### src/rtl/exec_seq.sv
// exec_seq: multi-cycle RV32 execute sequencer.
// Reads operands, drives one execution unit, writes back, then returns a response.
module exec_seq (
  input  logic        i_clk,
  input  logic        i_rst_n,
  input  logic        i_req_valid,
  output logic        o_req_ready,
  input  logic [4:0]  i_req_rd,
  input  logic [4:0]  i_req_rs1,
  input  logic [4:0]  i_req_rs2,
  input  logic [31:0] i_req_imm,
  input  logic        i_req_use_imm,
  input  logic [1:0]  i_req_unit,
  input  logic [3:0]  i_req_fn,
  input  logic        i_req_mod,
  output logic [4:0]  o_rf_rs1_addr,
  output logic [4:0]  o_rf_rs2_addr,
  output logic [4:0]  o_rf_rd_addr,
  output logic        o_rf_rd_wen,
  output logic [31:0] o_rf_rd_wdata,
  input  logic [31:0] i_rf_rs1_rdata,
  input  logic [31:0] i_rf_rs2_rdata,
  output logic [31:0] o_ex_op1,
  output logic [31:0] o_ex_op2,
  output logic [3:0]  o_alu_op,
  output logic        o_alu_sub,
  input  logic [31:0] i_alu_result,
  output logic [1:0]  o_sh_dir,
  output logic        o_sh_arith,
  input  logic [31:0] i_sh_result,
  input  logic [5:0]  i_cmp_flags,
  output logic        o_rsp_valid,
  input  logic        i_rsp_ready,
  output logic [31:0] o_rsp_result,
  output logic        o_rsp_taken,
  output logic        o_rsp_err
);
  typedef enum logic [2:0] {IDLE, READ, EXEC, WB, RSP} state_t;
  state_t state, state_nxt;
  logic [4:0]  rd, rs1, rs2;
  logic [31:0] imm, op1, op2, result;
  logic [1:0]  unit;
  logic [3:0]  fn;
  logic [7:0]  flags;
  logic        use_imm, mod, err, taken, illegal, flag, exec, live, wb, rsp;

  always_comb begin
    illegal = 1'b1;
    case (i_req_unit)
      2'd0: illegal = !$onehot(i_req_fn) || (i_req_mod && i_req_fn != 4'b0001);
      2'd1: illegal = !$onehot(i_req_fn[1:0]) || i_req_fn[3:2] != 2'b00 || (i_req_mod && i_req_fn[0]);
      2'd2: illegal = i_req_fn > 4'd5 || i_req_mod;
      default: illegal = 1'b1;
    endcase
  end

  always_comb begin
    state_nxt = state;
    case (state)
      IDLE: state_nxt = i_req_valid ? READ : IDLE;
      READ: state_nxt = EXEC;
      EXEC: state_nxt = WB;
      WB:   state_nxt = RSP;
      RSP:  state_nxt = i_rsp_ready ? IDLE : RSP;
      default: state_nxt = IDLE;
    endcase
  end

  always_ff @(posedge i_clk or negedge i_rst_n)
    if (!i_rst_n) state <= IDLE;
    else state <= state_nxt;

  // Unused flag slots pad the select so fn[2:0] can index directly
  assign flags = {2'b00, i_cmp_flags};
  assign flag  = flags[fn[2:0]];

  always_ff @(posedge i_clk or negedge i_rst_n) begin
    if (!i_rst_n) begin
      {rd, rs1, rs2, imm, use_imm, unit, fn, mod, err} <= '0;
      {op1, op2, result, taken} <= '0;
    end else begin
      if (state == IDLE && i_req_valid) begin
        rd      <= i_req_rd;
        rs1     <= i_req_rs1;
        rs2     <= i_req_rs2;
        imm     <= i_req_imm;
        use_imm <= i_req_use_imm;
        unit    <= i_req_unit;
        fn      <= i_req_fn;
        mod     <= i_req_mod;
        err     <= illegal;
      end
      if (state == READ) begin
        op1 <= i_rf_rs1_rdata;
        op2 <= use_imm ? imm : i_rf_rs2_rdata;
      end
      if (state == EXEC) begin
        result <= err ? 32'd0 : unit == 2'd0 ? i_alu_result : unit == 2'd1 ? i_sh_result : {31'd0, flag};
        taken  <= !err && unit == 2'd2 && flag;
      end
    end
  end

  assign exec = state == EXEC;
  assign live = exec && !err;
  assign wb   = state == WB;
  assign rsp  = state == RSP;

  assign o_req_ready   = i_rst_n && state == IDLE;
  assign o_rf_rs1_addr = state == READ ? rs1 : 5'd0;
  assign o_rf_rs2_addr = state == READ ? rs2 : 5'd0;
  assign o_ex_op1      = exec ? op1 : 32'd0;
  assign o_ex_op2      = exec ? op2 : 32'd0;
  assign o_alu_op      = live && unit == 2'd0 ? fn : 4'd0;
  assign o_alu_sub     = live && unit == 2'd0 && mod;
  assign o_sh_dir      = live && unit == 2'd1 ? fn[1:0] : 2'd0;
  assign o_sh_arith    = live && unit == 2'd1 && mod;
  assign o_rf_rd_addr  = wb ? rd : 5'd0;
  assign o_rf_rd_wdata = wb ? result : 32'd0;
  assign o_rf_rd_wen   = wb && !err && rd != 5'd0;
  assign o_rsp_valid   = rsp;
  assign o_rsp_result  = rsp ? result : 32'd0;
  assign o_rsp_taken   = rsp && taken;
  assign o_rsp_err     = rsp && err;
endmodule

### config.mk
export PLATFORM = sky130hd
export DESIGN_NAME = exec_seq
export DESIGN_NICKNAME = d
export VERILOG_FILES = /design/src/rtl/exec_seq.sv
export SDC_FILE = /design/constraint.sdc
export NUM_CORES = 1
export LEC_CHECK = 0
export CAP_MARGIN = 10
export CORE_ASPECT_RATIO = 1.2
export CORE_MARGIN = 8
export CORE_UTILIZATION = 38
export DETAILED_ROUTE_END_ITERATION = 10
export PLACE_DENSITY = 0.81
export SLEW_MARGIN = 15
export SYNTH_ARGS = -nofsm -noshare
export SYNTH_HDL_FRONTEND = slang
export SYNTH_SLANG_ARGS = --single-unit
### constraint.sdc
create_clock -name i_clk -period 1.7 [get_ports i_clk]
set_input_delay 0.17 -clock i_clk [delete_from_list [all_inputs] [get_ports i_clk]]
set_output_delay 0.17 -clock i_clk [all_outputs]
set_load 0.005 [all_outputs]
== Word-level counts from Yosys, hierarchy flattened ==
Cells that the tools add are included.

* $add $sub $neg: 4
* $lt $le $gt $ge: 2
* Equality and inequality tests: 11
* Multiplexer cells: 19
* Reduce and logical (&&, ||, !) cells: 27

{| class="wikitable"
|+ Operators with widths
! kind !! number
|-
| $mux W32 || 8
|-
| $logic_and A1 B1 Y1 || 15
|-
| $mux W5 || 3
|-
| $pmux W3 S5 || 1
|-
| $add A1 B1 Y2 || 3
|-
| $eq A2 B1 Y1 const B || 3
|-
| $eq A3 B1 Y1 const B || 2
|-
| $eq A3 B2 Y1 const B || 2
|-
| $reduce_bool A5 Y1 || 1
|-
| $eq A2 B2 Y1 const B || 2
|-
| $gt A4 B3 Y1 const B || 1
|-
| $logic_not A2 Y1 || 2
|-
| $logic_or A1 B1 Y1 || 4
|-
| $lt A3 B4 Y1 const B || 1
|-
| $mux W4 || 1
|-
| $ne A4 B1 Y1 const B || 1
|-
| $add A2 B2 Y3 || 1
|-
| $bmux W1 S3 || 1
|-
| $eq A3 B3 Y1 const B || 1
|-
| $logic_not A1 Y1 || 3
|-
| $logic_not A3 Y1 || 1
|-
| $mux W3 || 1
|-
| $pmux W1 S3 || 1
|-
| $mux W1 || 2
|-
| 2 further kinds || 2
|}

* Flip-flop bits (word level): 156
* Input bits: 193
* Output and inout port bits: 156

== Logic depth before layout (Yosys ltp) ==
* Depth after elaboration: 6
* Gate-level depth with buffers: 8

== Worst setup path after synthesis ==
No wires, ideal clock.

* Path kind: in2reg
* From: input i_req_fn[0]
* To: register err
* Arrival time: 1.690 ns
* Required time: 1.612 ns
* Path slack: -0.078 ns
* Stages: 8
* Path buffers: 0
* Cells stage by stage: inv_1 -> fa_1 -> inv_1 -> ha_1 -> ha_1 -> nor2_1 -> a211o_1 -> a41oi_1

* Word-level cells in the longest chain between the ends: 6
* Elaborated cells on any way between the ends: 16
* Classes of those cells: add/sub (3); order compare (1); eq/ne (3); mux (1); reduce/logical (8)

{| class="wikitable"
|+ Ends and longest elaborated chain
! element !! line !! RTL
|-
| start, declared || 14 || <nowiki>input logic [3:0] i_req_fn,</nowiki>
|-
| $add A1 B1 Y2 (implied by the code) || 50, 51 ||
|-
| $add A2 B2 Y3 (implied by the code) / $eq A2 B1 Y1 (equally long branches) || 50, 51 ||
|-
| $eq A3 B1 Y1 / $logic_not A1 Y1 (equally long branches) || 50, 51 ||
|-
| $logic_not A1 Y1 / $logic_or A1 B1 Y1 (equally long branches) || 50, 51 ||
|-
| $logic_or A1 B1 Y1 (on tied branches) || 50, 51 ||
|-
| $pmux W1 S3 (*) || 49 || <nowiki>case (i_req_unit)</nowiki>
|-
| end signal, assigned || 91 || <nowiki>err <= illegal;</nowiki>
|-
| end, declared || 45 || <nowiki>logic use_imm, mod, err, taken, illegal, flag, exec, live, wb, rsp;</nowiki>
|}

Mark *: on every way between the ends. The rest lies on a longest branch, timed or not.
A chain may end at the register's enable or synchronous reset.

== Final worst setup path ==
* From: register state[0]
* To: output o_rsp_result[2]

* Word-level cells in the longest chain between the ends: 2

{| class="wikitable"
|+ Ends and longest elaborated chain
! element !! line !! RTL
|-
| start, declared || 39 || <nowiki>state_t state, state_nxt;</nowiki>
|-
| start signal, assigned || 71 || <nowiki>else state <= state_nxt;</nowiki>
|-
| $eq A3 B3 Y1 || 107 || <nowiki>assign rsp = state == RSP;</nowiki>
|-
| $mux W32 || 122 || <nowiki>assign o_rsp_result = rsp ? result : 32'd0;</nowiki>
|-
| end, declared || 34 || <nowiki>output logic [31:0] o_rsp_result,</nowiki>
|}

No other way between the ends.

==> summary by stage <==
Pwr
The cell-internal power is between 15 and 20 mW. Of the total power, combinational logic draws 0.568. Of the total power, registers draw 0.267.

The worst ir drop on vdd is between 0.001 and 0.0015 V. Summed over all cells, the static leakage comes to roughly 7 nW. The power density of the placed cells is 1740 mW/mm^2. The share of total power dissipated in the clock network is 0.165. The net load switching power is 8.62 mW. The switching part of the total power is 0.335.

Yosys
The number of register bits inferred by synthesis is 156. In this run, distinct cell masters in the synthesized netlist total 36. Ranked by total cell area, the synthesized netlist is headed by sky130_fd_sc_hd__dfrtp_1, sky130_fd_sc_hd__mux2_2, sky130_fd_sc_hd__and2_1, sky130_fd_sc_hd__and3_1, sky130_fd_sc_hd__mux2i_1. The predominant post-synthesis flop cell is sky130_fd_sc_hd__dfrtp_1.

The synthesized instance count is 665. The warning count from the yosys run is 0. The number of nets in the synthesized netlist is about 860. The synthesized design spends more area on one cell type than any other, namely sky130_fd_sc_hd__dfrtp_1. For this run, the register share of the synthesized area comes to 0.513. The post-synthesis async set-or-reset flop share is 1.00.

The share of synthesized area in the top cell type comes to 0.513. The netlist area before placement is 0.00761 mm^2. A synthesized cell averages around 11 um^2. The commonest cells after synthesis are sky130_fd_sc_hd__dfrtp_1, sky130_fd_sc_hd__and2_1, sky130_fd_sc_hd__mux2_2, sky130_fd_sc_hd__and3_1, sky130_fd_sc_hd__nor2_1. The number of synthesized flops with an enable pin is 0.

The most instantiated library cell after synthesis is sky130_fd_sc_hd__dfrtp_1.

Floorplan
The initial core utilization is 0.388. The die span in x is 145 um. The core outline area is 0.0196 mm^2. approximately 350 I/O pins were placed. The die height is 171 um.

Row generation in the floorplan step produced 56 rows. The die covers 0.0248 mm^2.

Drt
The count of unresolved DRC violations after routing is 0. Before antenna repair, the detailed router went through 5 iterations. The number of nets still failing antenna checks after routing is 0. The sum of routed wire length over all layers is between 30000 and 40000 um. The final route contains 7475 vias. The routed wirelength normalized by instance count is roughly 25 um.

The detailed router's first-iteration violation count is 448. After detailed routing, the number of vias per cell comes to 5.35.

STA
The final count of pins violating max slew is 0. The tightest slew margin relative to the limit is 0.407. The number of hold-slack violations in the final timing report was 0. The routed design could run at a clock period as short as 2.11 ns. For the pin with the worst max-slew slack, the measured transition is approximately 0.89 ns. The maximum clock frequency is 474 MHz. The final cycle utilization of the critical path is 1.24.

In the post-route analysis, the smallest setup slack over all paths is -0.408 ns. The tightest hold path in the finished design has a slack of ~0.052 ns. Setup violations remaining at the end of the flow were counted as ~280.

Setup repair after global routing could not meet its margin everywhere. The clock tree skew after final layout is 0.0114 ns.

Outcome
The final reports fail on setup timing. The run finished, with violations left.

Worst hold path
The startpoint of the worst hold path is i_req_fn[1]. The path type of the worst min-delay path is input port to register.

Placement
The total cell area at the placement stage is 0.0116 mm^2. The congestion estimate from routability-driven global placement came to 0.887. The detailed-placement wirelength estimate is between 15000 and 20000 um.

The pre-CTS setup slack is -0.561 ns. The count of buffers inserted at the top-level ports is 348.

Cells and area
The sequential cells in the finished layout cover a total of 0.00391 mm^2. The signed area change from the synthesized netlist to the final layout is 94.1%. In the final layout, the share of cells above drive strength 1 is 0.509. The utilization of the core after routing is 0.753. The multi-input combinational cell area is 0.00418 mm^2.

The finished cells cover 0.0148 mm^2. The final-stage net count is 1317. Counting the fill cells in the layout gives ~1200.

Clock tree
Clock tree synthesis selected as its root buffer the cell sky130_fd_sc_hd__clkbuf_16. TritonCTS built the clock tree. The number of clock sinks is 156. The CTS buffer count is 17. The longest clock path from root to sink contains 2 buffers. The clock latency reported for the late side of the worst-skew pair is 0.43 ns.

The clock-pin slew on the worst setup and hold paths is 0.07 ns. The count of H-tree levels built during CTS is 4.

Global routing
For this run, the total global-route usage over all layers was measured as 0.247. The via count of the first global-routing pass came to 7659. The number of antenna violations at the first check in global routing was 5.

The largest net degree at the start of global routing is 157. The first global-routing pass estimated 47100 um of wire. The total overflow left after global routing is 0.

Setup path
For this design, the slowest cell found on the critical path is sky130_fd_sc_hd__dfrtp_2. Along the worst path, the maximum fanout reaches 5. STA classifies the critical path startpoint as a register.

The endpoint kind of the worst setup timing path is an output port. The critical path goes through buf_6 > nor3b_4 > buf_6 > buf_6 > buf_12 > buf_6 > and2_4 > buf_6. The required time of the critical path is 1.53 ns. Counting stages on the worst path, the most repeated cell is sky130_fd_sc_hd__buf_6.

Data arrives at the worst endpoint at 1.94 ns. By startpoint and endpoint, the worst setup path is classified as register to output port. The startpoint identified for the worst register-to-register timing path is state[1]. The delay of the slowest critical-path stage is 0.45 ns.

Tracing the worst setup path back leads to its startpoint at state[0].

Job
The tool flagged a number of max-cap violations equal to 0.
==> path summary, 6_finish.rpt <==
path	end	cells past startpoint	slack [ns]
worst min-delay path	fn[1]	2	0.05
worst min register to register	imm[25]	1	0.51
worst max-delay path	o_rsp_result[2]	8	-0.41
min in group asynchronous	op1[24]	3	0.49
max in group asynchronous	state[0]	3	0.46
worst max register to register	fn[3]	6	-0.22
==> registers in the layout (all words and copies together) (netlist names) <==
name     cells
use_imm      1
mod          1
state        3
op1         32
taken        1
fn           4
err          1
op2         32
imm         32
rs1          5
rd           5
unit         2
rs2          5
result      32
==> cell usage in the layout (no fill, tap or decap), types with 2 or more instances in the layout <==
cell type,instances
sky130_fd_sc_hd__bufinv_16,4
sky130_fd_sc_hd__buf_6,183
sky130_fd_sc_hd__buf_16,13
sky130_fd_sc_hd__nand3_1,2
sky130_fd_sc_hd__buf_2,26
sky130_fd_sc_hd__nand2_1,5
sky130_fd_sc_hd__nor3b_1,3
sky130_fd_sc_hd__buf_12,29
sky130_fd_sc_hd__dfrtp_1,152
sky130_fd_sc_hd__diode_2,5
sky130_fd_sc_hd__buf_4,24
sky130_fd_sc_hd__and3_1,18
sky130_fd_sc_hd__nor2_4,5
sky130_fd_sc_hd__mux2_2,31
sky130_fd_sc_hd__clkbuf_16,28
sky130_fd_sc_hd__mux2_4,56
sky130_fd_sc_hd__o21ai_0,3
sky130_fd_sc_hd__buf_8,11
sky130_fd_sc_hd__nor3b_4,3
sky130_fd_sc_hd__and2_4,86
sky130_fd_sc_hd__dlymetal6s2s_1,3
sky130_fd_sc_hd__a221o_1,31
sky130_fd_sc_hd__inv_1,5
sky130_fd_sc_hd__clkdlybuf4s50_1,188
sky130_fd_sc_hd__nor2_2,2
sky130_fd_sc_hd__a21oi_1,26
sky130_fd_sc_hd__inv_2,2
sky130_fd_sc_hd__ha_1,4
sky130_fd_sc_hd__mux2i_1,35
sky130_fd_sc_hd__inv_6,4
sky130_fd_sc_hd__dfrtp_2,4
sky130_fd_sc_hd__nor2_1,31
sky130_fd_sc_hd__and3_4,48
sky130_fd_sc_hd__clkinv_4,4
sky130_fd_sc_hd__and2_1,38
sky130_fd_sc_hd__a21oi_2,6
==> what timing repair did <==
| action | 4_1_cts | 5_1_grt |
|---|---|---|
| hold endpoints to repair | 156 | 0 |
| pin swaps | 57 | 32 |
| cloned | 20 | 15 |
| hold buffers | 1 | 0 |
| setup endpoints to repair | 272 | 306 |
| resized for setup | 868 | 241 |
| buffers inserted | 75 | 18 |
==> cell type report <==
cell class              instances  area share
well taps                     261      0.0221
flip-flops and latches        156       0.264
diodes                          5    0.000847
clock buffers                  18      0.0297
inverters                       7     0.00178
clock inverters                14      0.0140
repair buffers                489       0.384
multi-input cells             448       0.283
==> power by group through the flow <==
| stage | Clock [mW] | Combinational (mW) | Sequential (mW) |
|---|---|---|---|
| 2_1_floorplan | 0 | 4.81 | 6.18 |
| 3_3_place_gp | 0 | 8.42 | 6.53 |
| 3_5_place_dp | 0 | 8.59 | 6.63 |
| 4_1_cts | 4.26 | 12.8 | 6.61 |
| 5_1_grt | 4.43 | 15.3 | 7.02 |
| 6_report | 4.24 | 14.6 | 6.87 |
==> layer usage <==
metal,vias to the layer above,track usage,wire length [um]
li1,3256,-,-
met4,0,0.118,1690
met5,-,0,0
met1,3762,0.278,12900
met3,101,0.0529,1860
met2,356,0.441,18700
==> logic make-up (layout without fill, tap and decap cells) <==
logic type	Yosys count	after routing	synth area share
adder cells (fa/ha/maj)	5	5	0.00920
flip-flops	156	156	0.513
buffers and inverters	62	528	0.0399
AO/OA/AOI/OAI	74	74	0.0725
AND/OR/NAND/NOR	246	247	0.189
other	0	5	0
multiplexers	122	122	0.177
==> metrics by stage <==
| step | TNS, ns | total power, mW | instances |
|---|---|---|---|
| final | -49.72 | 25.7 | 1398 |
| after global routing | -62.20 | 26.8 | 1398 |
| after CTS | -60.77 | 23.7 | 1386 |
| after detailed placement | -19.20 | 15.2 | 1259 |
| after global placement | -15.93 | 15.0 | 1259 |
| after floorplan | 0 | 11.0 | 665 |
==> worst max-delay path, delay by kind of cell, from the launching register on <==
kind          cells  cell delay [ns]
flops             1             0.45
simple gates      2             0.36
buf+inv           6             0.69
Note: power is estimated with default switching activity, not from simulation.
